[src/rtl/mem_pkg.sv]
// Shared funct3 codes, FSM state type, latched-op record and access-shaping helpers
// for the memory access unit.
package mem_pkg;

    localparam int unsigned XLEN     = 32;
    localparam int unsigned F3_WIDTH = 3;
    localparam int unsigned RD_WIDTH = 5;
    localparam int unsigned BE_WIDTH = XLEN / 8;

    localparam logic [F3_WIDTH-1:0] F3_B  = 3'b000;
    localparam logic [F3_WIDTH-1:0] F3_H  = 3'b001;
    localparam logic [F3_WIDTH-1:0] F3_W  = 3'b010;
    localparam logic [F3_WIDTH-1:0] F3_BU = 3'b100;
    localparam logic [F3_WIDTH-1:0] F3_HU = 3'b101;

    typedef enum logic {
        IDLE,
        REQ
    } state_t;

    // Op context kept while the memory access is outstanding.
    typedef struct packed {
        logic                is_load;
        logic [F3_WIDTH-1:0] f3;
        logic [1:0]          addr_lo;
        logic [RD_WIDTH-1:0] rd;
    } mem_op_t;

    function automatic logic f3_legal(input logic is_store, input logic [F3_WIDTH-1:0] f3);
        case (f3)
            F3_B, F3_H, F3_W: return 1'b1;
            F3_BU, F3_HU:     return ~is_store;
            default:          return 1'b0;
        endcase
    endfunction

    function automatic logic misaligned(input logic [F3_WIDTH-1:0] f3, input logic [1:0] a);
        case (f3)
            F3_H, F3_HU: return a[0];
            F3_W:        return a != 2'b00;
            default:     return 1'b0;
        endcase
    endfunction

    function automatic logic [BE_WIDTH-1:0] calc_be(input logic [F3_WIDTH-1:0] f3, input logic [1:0] a);
        case (f3)
            F3_B, F3_BU: return 4'b0001 << a;
            F3_H, F3_HU: return a[1] ? 4'b1100 : 4'b0011;
            default:     return 4'b1111;
        endcase
    endfunction

    function automatic logic [XLEN-1:0] calc_wdata(input logic [F3_WIDTH-1:0] f3, input logic [XLEN-1:0] d);
        case (f3)
            F3_B:    return {4{d[7:0]}};
            F3_H:    return {2{d[15:0]}};
            default: return d;
        endcase
    endfunction

endpackage

[src/rtl/mem_access_unit_if.sv]
// Bundle of the ALU-side handshake, data-memory port and writeback record of the
// memory access unit. master = surrounding pipeline/memory, slave = the unit.
interface mem_access_unit_if;
    import mem_pkg::*;

    logic                ex_valid;
    logic                ex_ready;
    logic                mem_read;
    logic                mem_write;
    logic [F3_WIDTH-1:0] funct3;
    logic [XLEN-1:0]     alu_result;
    logic [XLEN-1:0]     store_data;
    logic [RD_WIDTH-1:0] rd;

    logic                dmem_req;
    logic                dmem_we;
    logic [XLEN-1:0]     dmem_addr;
    logic [BE_WIDTH-1:0] dmem_be;
    logic [XLEN-1:0]     dmem_wdata;
    logic                dmem_ack;
    logic [XLEN-1:0]     dmem_rdata;

    logic                wb_valid;
    logic                wb_we;
    logic [RD_WIDTH-1:0] wb_rd;
    logic [XLEN-1:0]     wb_data;
    logic                wb_err;

    modport master (
        output ex_valid, mem_read, mem_write, funct3, alu_result, store_data, rd,
        output dmem_ack, dmem_rdata,
        input  ex_ready, dmem_req, dmem_we, dmem_addr, dmem_be, dmem_wdata,
        input  wb_valid, wb_we, wb_rd, wb_data, wb_err
    );

    modport slave (
        input  ex_valid, mem_read, mem_write, funct3, alu_result, store_data, rd,
        input  dmem_ack, dmem_rdata,
        output ex_ready, dmem_req, dmem_we, dmem_addr, dmem_be, dmem_wdata,
        output wb_valid, wb_we, wb_rd, wb_data, wb_err
    );

endinterface

[src/rtl/lsu_load_align.sv]
// Picks the addressed byte/half lane of a read word and sign- or zero-extends it.
module lsu_load_align
    import mem_pkg::*;
(
    input  logic [XLEN-1:0]     rdata,
    input  logic [1:0]          addr_lo,
    input  logic [F3_WIDTH-1:0] funct3,
    output logic [XLEN-1:0]     ld_value_c
);

    logic [7:0]  byte_c;
    logic [15:0] half_c;

    assign byte_c = rdata[{addr_lo, 3'b000} +: 8];
    assign half_c = addr_lo[1] ? rdata[31:16] : rdata[15:0];

    always_comb begin
        ld_value_c = rdata;
        case (funct3)
            F3_B:    ld_value_c = {{24{byte_c[7]}}, byte_c};
            F3_BU:   ld_value_c = {24'h0, byte_c};
            F3_H:    ld_value_c = {{16{half_c[15]}}, half_c};
            F3_HU:   ld_value_c = {16'h0, half_c};
            default: ld_value_c = rdata;
        endcase
    end

endmodule

[src/rtl/mem_access_unit.sv]
// Memory stage: req/ack data-memory access with timeout and one writeback record per op.
// Define MISALIGN_TRAP_EN to fault misaligned half/word accesses instead of aligning them.
module mem_access_unit
    import mem_pkg::*;
#(
    parameter int unsigned TIMEOUT_CYC = 16
) (
    input logic              clk,
    input logic              rst_n,
    mem_access_unit_if.slave bus
);

    localparam int unsigned     CNT_W    = (TIMEOUT_CYC > 2) ? $clog2(TIMEOUT_CYC) : 1;
    localparam logic [CNT_W-1:0] CNT_LAST = CNT_W'(TIMEOUT_CYC - 1);

    state_t          state;
    logic [CNT_W-1:0] cnt;
    mem_op_t         op_q;
    logic            is_mem_c;
    logic            illegal_c;
    logic [XLEN-1:0] ld_value_c;

    assign is_mem_c = bus.mem_read | bus.mem_write;

`ifdef MISALIGN_TRAP_EN
    assign illegal_c = (bus.mem_read & bus.mem_write)
                     | ~f3_legal(bus.mem_write, bus.funct3)
                     | misaligned(bus.funct3, bus.alu_result[1:0]);
`else
    assign illegal_c = (bus.mem_read & bus.mem_write)
                     | ~f3_legal(bus.mem_write, bus.funct3);
`endif

    lsu_load_align u_load_align (
        .rdata      (bus.dmem_rdata),
        .addr_lo    (op_q.addr_lo),
        .funct3     (op_q.f3),
        .ld_value_c (ld_value_c)
    );

    // Single FSM: accept in IDLE, hold the request in REQ until ack or timeout.
    always_ff @(posedge clk) begin
        if (!rst_n) begin
            state          <= IDLE;
            cnt            <= '0;
            op_q           <= '0;
            bus.ex_ready   <= 1'b1;
            bus.dmem_req   <= 1'b0;
            bus.dmem_we    <= 1'b0;
            bus.dmem_addr  <= '0;
            bus.dmem_be    <= '0;
            bus.dmem_wdata <= '0;
            bus.wb_valid   <= 1'b0;
            bus.wb_we      <= 1'b0;
            bus.wb_rd      <= '0;
            bus.wb_data    <= '0;
            bus.wb_err     <= 1'b0;
        end else begin
            bus.wb_valid <= 1'b0;
            case (state)
                IDLE: begin
                    if (bus.ex_valid) begin
                        if (!is_mem_c) begin
                            bus.wb_valid <= 1'b1;
                            bus.wb_we    <= 1'b1;
                            bus.wb_err   <= 1'b0;
                            bus.wb_rd    <= bus.rd;
                            bus.wb_data  <= bus.alu_result;
                        end else if (illegal_c) begin
                            bus.wb_valid <= 1'b1;
                            bus.wb_we    <= 1'b0;
                            bus.wb_err   <= 1'b1;
                            bus.wb_rd    <= bus.rd;
                        end else begin
                            state          <= REQ;
                            cnt            <= '0;
                            bus.ex_ready   <= 1'b0;
                            bus.dmem_req   <= 1'b1;
                            bus.dmem_we    <= bus.mem_write;
                            bus.dmem_addr  <= {bus.alu_result[XLEN-1:2], 2'b00};
                            bus.dmem_be    <= calc_be(bus.funct3, bus.alu_result[1:0]);
                            bus.dmem_wdata <= calc_wdata(bus.funct3, bus.store_data);
                            op_q           <= '{is_load: bus.mem_read, f3: bus.funct3,
                                                addr_lo: bus.alu_result[1:0], rd: bus.rd};
                        end
                    end
                end
                REQ: begin
                    // Ack in the final counted cycle still retires normally.
                    if (bus.dmem_ack) begin
                        state        <= IDLE;
                        bus.ex_ready <= 1'b1;
                        bus.dmem_req <= 1'b0;
                        bus.wb_valid <= 1'b1;
                        bus.wb_we    <= op_q.is_load;
                        bus.wb_err   <= 1'b0;
                        bus.wb_rd    <= op_q.rd;
                        if (op_q.is_load) begin
                            bus.wb_data <= ld_value_c;
                        end
                    end else if (cnt == CNT_LAST) begin
                        state        <= IDLE;
                        bus.ex_ready <= 1'b1;
                        bus.dmem_req <= 1'b0;
                        bus.wb_valid <= 1'b1;
                        bus.wb_we    <= 1'b0;
                        bus.wb_err   <= 1'b1;
                        bus.wb_rd    <= op_q.rd;
                    end else begin
                        cnt <= cnt + CNT_W'(1);
                    end
                end
                default: state <= IDLE;
            endcase
        end
    end

endmodule
[src/flat_wrapper.sv]
// flat-port wrapper written by rule: the top's interface ports become plain ports
module mem_access_unit_flat import mem_pkg::*;
#(
    parameter int unsigned TIMEOUT_CYC = 16
)
  (clk, rst_n, bus_ex_valid, bus_mem_read, bus_mem_write, bus_funct3, bus_alu_result, bus_store_data, bus_rd, bus_dmem_ack, bus_dmem_rdata, bus_ex_ready, bus_dmem_req, bus_dmem_we, bus_dmem_addr, bus_dmem_be, bus_dmem_wdata, bus_wb_valid, bus_wb_we, bus_wb_rd, bus_wb_data, bus_wb_err);
  mem_access_unit_if bus_i ();
  input logic clk;
  input logic rst_n;
  input wire logic [$bits(bus_i.ex_valid)-1:0] bus_ex_valid;
  input wire logic [$bits(bus_i.mem_read)-1:0] bus_mem_read;
  input wire logic [$bits(bus_i.mem_write)-1:0] bus_mem_write;
  input wire logic [$bits(bus_i.funct3)-1:0] bus_funct3;
  input wire logic [$bits(bus_i.alu_result)-1:0] bus_alu_result;
  input wire logic [$bits(bus_i.store_data)-1:0] bus_store_data;
  input wire logic [$bits(bus_i.rd)-1:0] bus_rd;
  input wire logic [$bits(bus_i.dmem_ack)-1:0] bus_dmem_ack;
  input wire logic [$bits(bus_i.dmem_rdata)-1:0] bus_dmem_rdata;
  output wire logic [$bits(bus_i.ex_ready)-1:0] bus_ex_ready;
  output wire logic [$bits(bus_i.dmem_req)-1:0] bus_dmem_req;
  output wire logic [$bits(bus_i.dmem_we)-1:0] bus_dmem_we;
  output wire logic [$bits(bus_i.dmem_addr)-1:0] bus_dmem_addr;
  output wire logic [$bits(bus_i.dmem_be)-1:0] bus_dmem_be;
  output wire logic [$bits(bus_i.dmem_wdata)-1:0] bus_dmem_wdata;
  output wire logic [$bits(bus_i.wb_valid)-1:0] bus_wb_valid;
  output wire logic [$bits(bus_i.wb_we)-1:0] bus_wb_we;
  output wire logic [$bits(bus_i.wb_rd)-1:0] bus_wb_rd;
  output wire logic [$bits(bus_i.wb_data)-1:0] bus_wb_data;
  output wire logic [$bits(bus_i.wb_err)-1:0] bus_wb_err;
  assign bus_i.ex_valid = bus_ex_valid;
  assign bus_i.mem_read = bus_mem_read;
  assign bus_i.mem_write = bus_mem_write;
  assign bus_i.funct3 = bus_funct3;
  assign bus_i.alu_result = bus_alu_result;
  assign bus_i.store_data = bus_store_data;
  assign bus_i.rd = bus_rd;
  assign bus_i.dmem_ack = bus_dmem_ack;
  assign bus_i.dmem_rdata = bus_dmem_rdata;
  assign bus_ex_ready = bus_i.ex_ready;
  assign bus_dmem_req = bus_i.dmem_req;
  assign bus_dmem_we = bus_i.dmem_we;
  assign bus_dmem_addr = bus_i.dmem_addr;
  assign bus_dmem_be = bus_i.dmem_be;
  assign bus_dmem_wdata = bus_i.dmem_wdata;
  assign bus_wb_valid = bus_i.wb_valid;
  assign bus_wb_we = bus_i.wb_we;
  assign bus_wb_rd = bus_i.wb_rd;
  assign bus_wb_data = bus_i.wb_data;
  assign bus_wb_err = bus_i.wb_err;
  mem_access_unit #(.TIMEOUT_CYC(TIMEOUT_CYC)) u_core (.clk(clk), .rst_n(rst_n), .bus(bus_i));
endmodule
[config.mk]
export PLATFORM = sky130hd
export DESIGN_NAME = mem_access_unit_flat
export DESIGN_NICKNAME = d
export VERILOG_FILES = /design/src/rtl/mem_pkg.sv /design/src/rtl/mem_access_unit_if.sv /design/src/rtl/lsu_load_align.sv /design/src/rtl/mem_access_unit.sv /design/src/flat_wrapper.sv
export SDC_FILE = /design/constraint.sdc
export NUM_CORES = 1
export LEC_CHECK = 0
export ABC_CLOCK_PERIOD_IN_PS = 1900
export CAP_MARGIN = 5
export CELL_PAD_IN_SITES_DETAIL_PLACEMENT = 1
export CELL_PAD_IN_SITES_GLOBAL_PLACEMENT = 2
export CORE_AREA = 2 2 157 159
export CTS_BUF_LIST = sky130_fd_sc_hd__clkbuf_16
export CTS_CLUSTER_DIAMETER = 100
export DETAILED_ROUTE_END_ITERATION = 8
export DIE_AREA = 0 0 159 161
export GPL_TIMING_DRIVEN = 0
export PLACE_DENSITY = 0.87
export SYNTH_ARGS = -nofsm -noshare
export SYNTH_HDL_FRONTEND = slang
export SYNTH_SLANG_ARGS = --single-unit
export TNS_END_PERCENT = 1
[constraint.sdc]
create_clock -name clk -period 1.9 [get_ports clk]
set_input_delay 0.285 -clock clk [delete_from_list [all_inputs] [get_ports clk]]
set_output_delay 0.285 -clock clk [all_outputs]
set_load 0.05 [all_outputs]
==> results.md <==
- Status: finished, final reports clean
- Total wire length: 25.1 mm
- Crit start category: flip-flop
- Area Growth Syn to Fin: 57.7%
- Rel. slew slack: 0.376
- Die H: roughly 160 microns
- Hold buffers post-CTS: 0
- Clock transition at path regs: 70 ps
- Period Utilization, post-route: 0.983
- RR Endpoint: u_core.bus.wb_data[23]
- Fin nets: 1,067
- RD Place Congestion: 0.806
- Crit path buf inv count: 1
- CP endpoint kind: output port
- GR Util All Layers: 0.195
- CTS root buffer: clkbuf_16
- Dpl hpwl: 19.4 mm
- Drt drc: 0
- Row cnt: between 50 and 60
- First-pass GRT wire length: approximately 38 mm
- R2R cell count: 6
- CP top delay family: buffers and inverters
- Initial Utilization: 0.245
- Clock Skew: ~8.7 ps
- Vias: 6,326
- Cell area power density: 821 nW/um^2
- Worst EP required: 1620 ps
- Post-Syn Area: just under 6000 sq um
- Hold Path Sink: u_core.op_q[8]
- Post-synthesis async set-or-reset flop share: 0
- Post-synth EDFFs: 0
- Layout filler cell count: between 2k and 3k
- Final hold violations: 0
- Post-synthesis sequential area ratio: 0.426
- WS Path Type: reg2out
- Peak VDD IR: 501 uV
- Critical-path cell list: clkdlybuf4s50_1
- Max frequency: 536 MHz
- CTS tree: yes
- Clk buf depth: 2
- Min Tclk post-route: 1870 ps
- Placed instance area: between 8000 and 9000 sq um
- Number of buffers created by CTS: 17
- Drt pass-1 iters: 5
- Initial antenna violation count: 1
- H-Tree Depth: 4
- Synth cell types: 55
- Post-route cell area: 9270 sq um
- R2r startpoint: u_core.op_q[8]
- # port buffers: 217
- Max_cap viols: 0
- Boundary pin count: 221
- RSZ-0062 raised after global routing: true
- Clk sinks: between 100 and 150
- Synth Instances: slightly above 700
- Share of cells above drive strength 1: 0.101
- Seq cells post-synth: roughly 130
- Setup Viol. Count Final: 0
- Critical path arrival: 1580 ps
- Pins Over Slew Limit: 0
- Top FF cell, synth: dfxtp_1
- Util after Layout: 0.387
- Reg2Reg Setup Slack: 100 ps
- HP Class: in2reg
- Slowest library cell on the worst path: clkdlybuf4s50_1
- Worst path max stage delay: 810 ps
- Core Region: 24,000 sq um
- WHS Path Cells: 3
- Initial DRC count: 300
- Vias in the first global route: 6,488
- LEAKAGE: 4.29 nW
- Mean routed wirelength per cell: 19.4 microns
- CP max FO: 2
- Mean Syn Cell Area: 8.18 sq um
- Detail Route Antenna Nets: 0
- Pin count of the biggest net entering global routing: 17
- Slew @ Worst Pin: 931 ps
- DIE AREA: between 20,000 and 30,000 sq um
- Clk_lat worst skew: 430 ps
- HP Start: bus_funct3[1]
- YS warnings: 0
- Vias per cell: 4.89
- Gr ovfl total: 0
- Die X: 159 microns
[worst max-delay path by stage]
stage / from / end / slack [ps] / cells after the start
after floorplan: bus_mem_read / u_core.bus.wb_data[4] / 220 / 6
after global placement: bus_mem_write / u_core.bus.dmem_addr[14] / -610 / 7
after detailed placement: bus_mem_write / u_core.bus.dmem_addr[8] / -670 / 7
after CTS: bus_mem_read / u_core.bus.wb_data[29] / -60 / 7
after global routing: u_core.op_q[8] / u_core.bus.wb_data[23] / -70 / 6
final: u_core.bus.dmem_wdata[12] / bus_dmem_wdata[12] / 30 / 1
[placed cells by master (no fill, tap or decap), drive strengths merged, types with 3 or more instances in the layout]
cell,count
a211oi,32
a21oi,80
a22o,21
and2,3
buf,30
clkbuf,53
clkdlybuf4s50,135
clkinv,4
clkinvlp,4
dfxtp,125
dlygate4sd2,21
dlymetal6s2s,61
inv,20
mux2,7
mux2i,33
nand2,145
nand2b,5
nand3,8
nor2,49
nor2b,5
nor3,7
nor3b,6
o211ai,32
o21ai,29
o221ai,4
o22ai,11
o32a,5
xor2,3
[cells by family after synthesis]
group	after synthesis	share of synthesized area
multiplexers	41	0.0741
AND/OR/NAND/NOR	240	0.175
buffers and inverters	80	0.0651
AO/OA/AOI/OAI	228	0.253
other	1	0.000638
flip-flops	125	0.426
adder cells (fa/ha/maj)	1	0.00213
XOR/XNOR	3	0.00447
[sequential cells by signal, indices dropped and copies added, names as in the netlist, 4 cells and up]
register               flops
u_core.bus.dmem_wdata     32
u_core.bus.wb_data        32
u_core.bus.dmem_addr      30
u_core.op_q               11
u_core.bus.wb_rd           5
u_core.bus.dmem_be         4
u_core.cnt                 4
[layout make-up]
class / count / area [sq um] / share of cell area
Multi-Input combinational cell: 515 / 3030 / 0.327
Sequential cell: 125 / 2500 / 0.270
Timing Repair Buffer: 217 / 2300 / 0.248
Clock buffer: 17 / 425 / 0.0459
Tap cell: 324 / 405 / 0.0437
Buffer: 66 / 395 / 0.0426
Clock inverter: 15 / 155 / 0.0167
Inverter: 14 / 56.3 / 0.00607
Antenna cell: 1 / 2.50 / 0.000270
[metal layers]
layer	part of all wire	vias to the layer above	global-route usage
met5	0	-	0
met4	0.019	0	0.0537
met3	0.063	31	0.0550
met2	0.47	195	0.326
met1	0.45	3065	0.247
li1	-	3035	-
[per-stage QoR]
stage	setup TNS, ps	hold WS, ps	power (W)	std cells	worst slack, ps
2_1_floorplan	0	375	0.00372	720	221
3_3_place_gp	-55600	441	0.00440	1261	-607
3_5_place_dp	-60860	448	0.00442	1261	-671
4_1_cts	-631	173	0.00767	1293	-59.9
5_1_grt	-145	207	0.00791	1293	-67.5
6_report	0	196	0.00761	1294	33.2
[repair_timing]
item	in CTS	in global routing
setup endpoints to repair	105	160
gates resized for setup	36	93
buffers inserted	0	0
[synthesized netlist by cell type, types with 7 or more instances]
library cell	count	share of area
clkbuf_1	30	0.019
o21ai_0	29	0.025
a21oi_1	80	0.068
mux2_2	7	0.013
o22ai_1	11	0.012
nor2_1	49	0.031
mux2i_1	32	0.054
o211ai_1	31	0.040
a22o_1	21	0.031
a211oi_1	32	0.041
buf_2	21	0.018
nand3_1	8	0.0068
inv_1	13	0.0083
dfxtp_1	125	0.43
nand2_1	145	0.093
[where the power goes]
part | total, W | internal, W | leakage (nW) | switching, W
sequential | 0.00281 | 0.00274 | 1.02 | 0.0000695
combinational | 0.00155 | 0.000593 | 3.00 | 0.000954
clock | 0.00326 | 0.00184 | 0.276 | 0.00141
No activity file was read; power rests on OpenSTA's default activity.
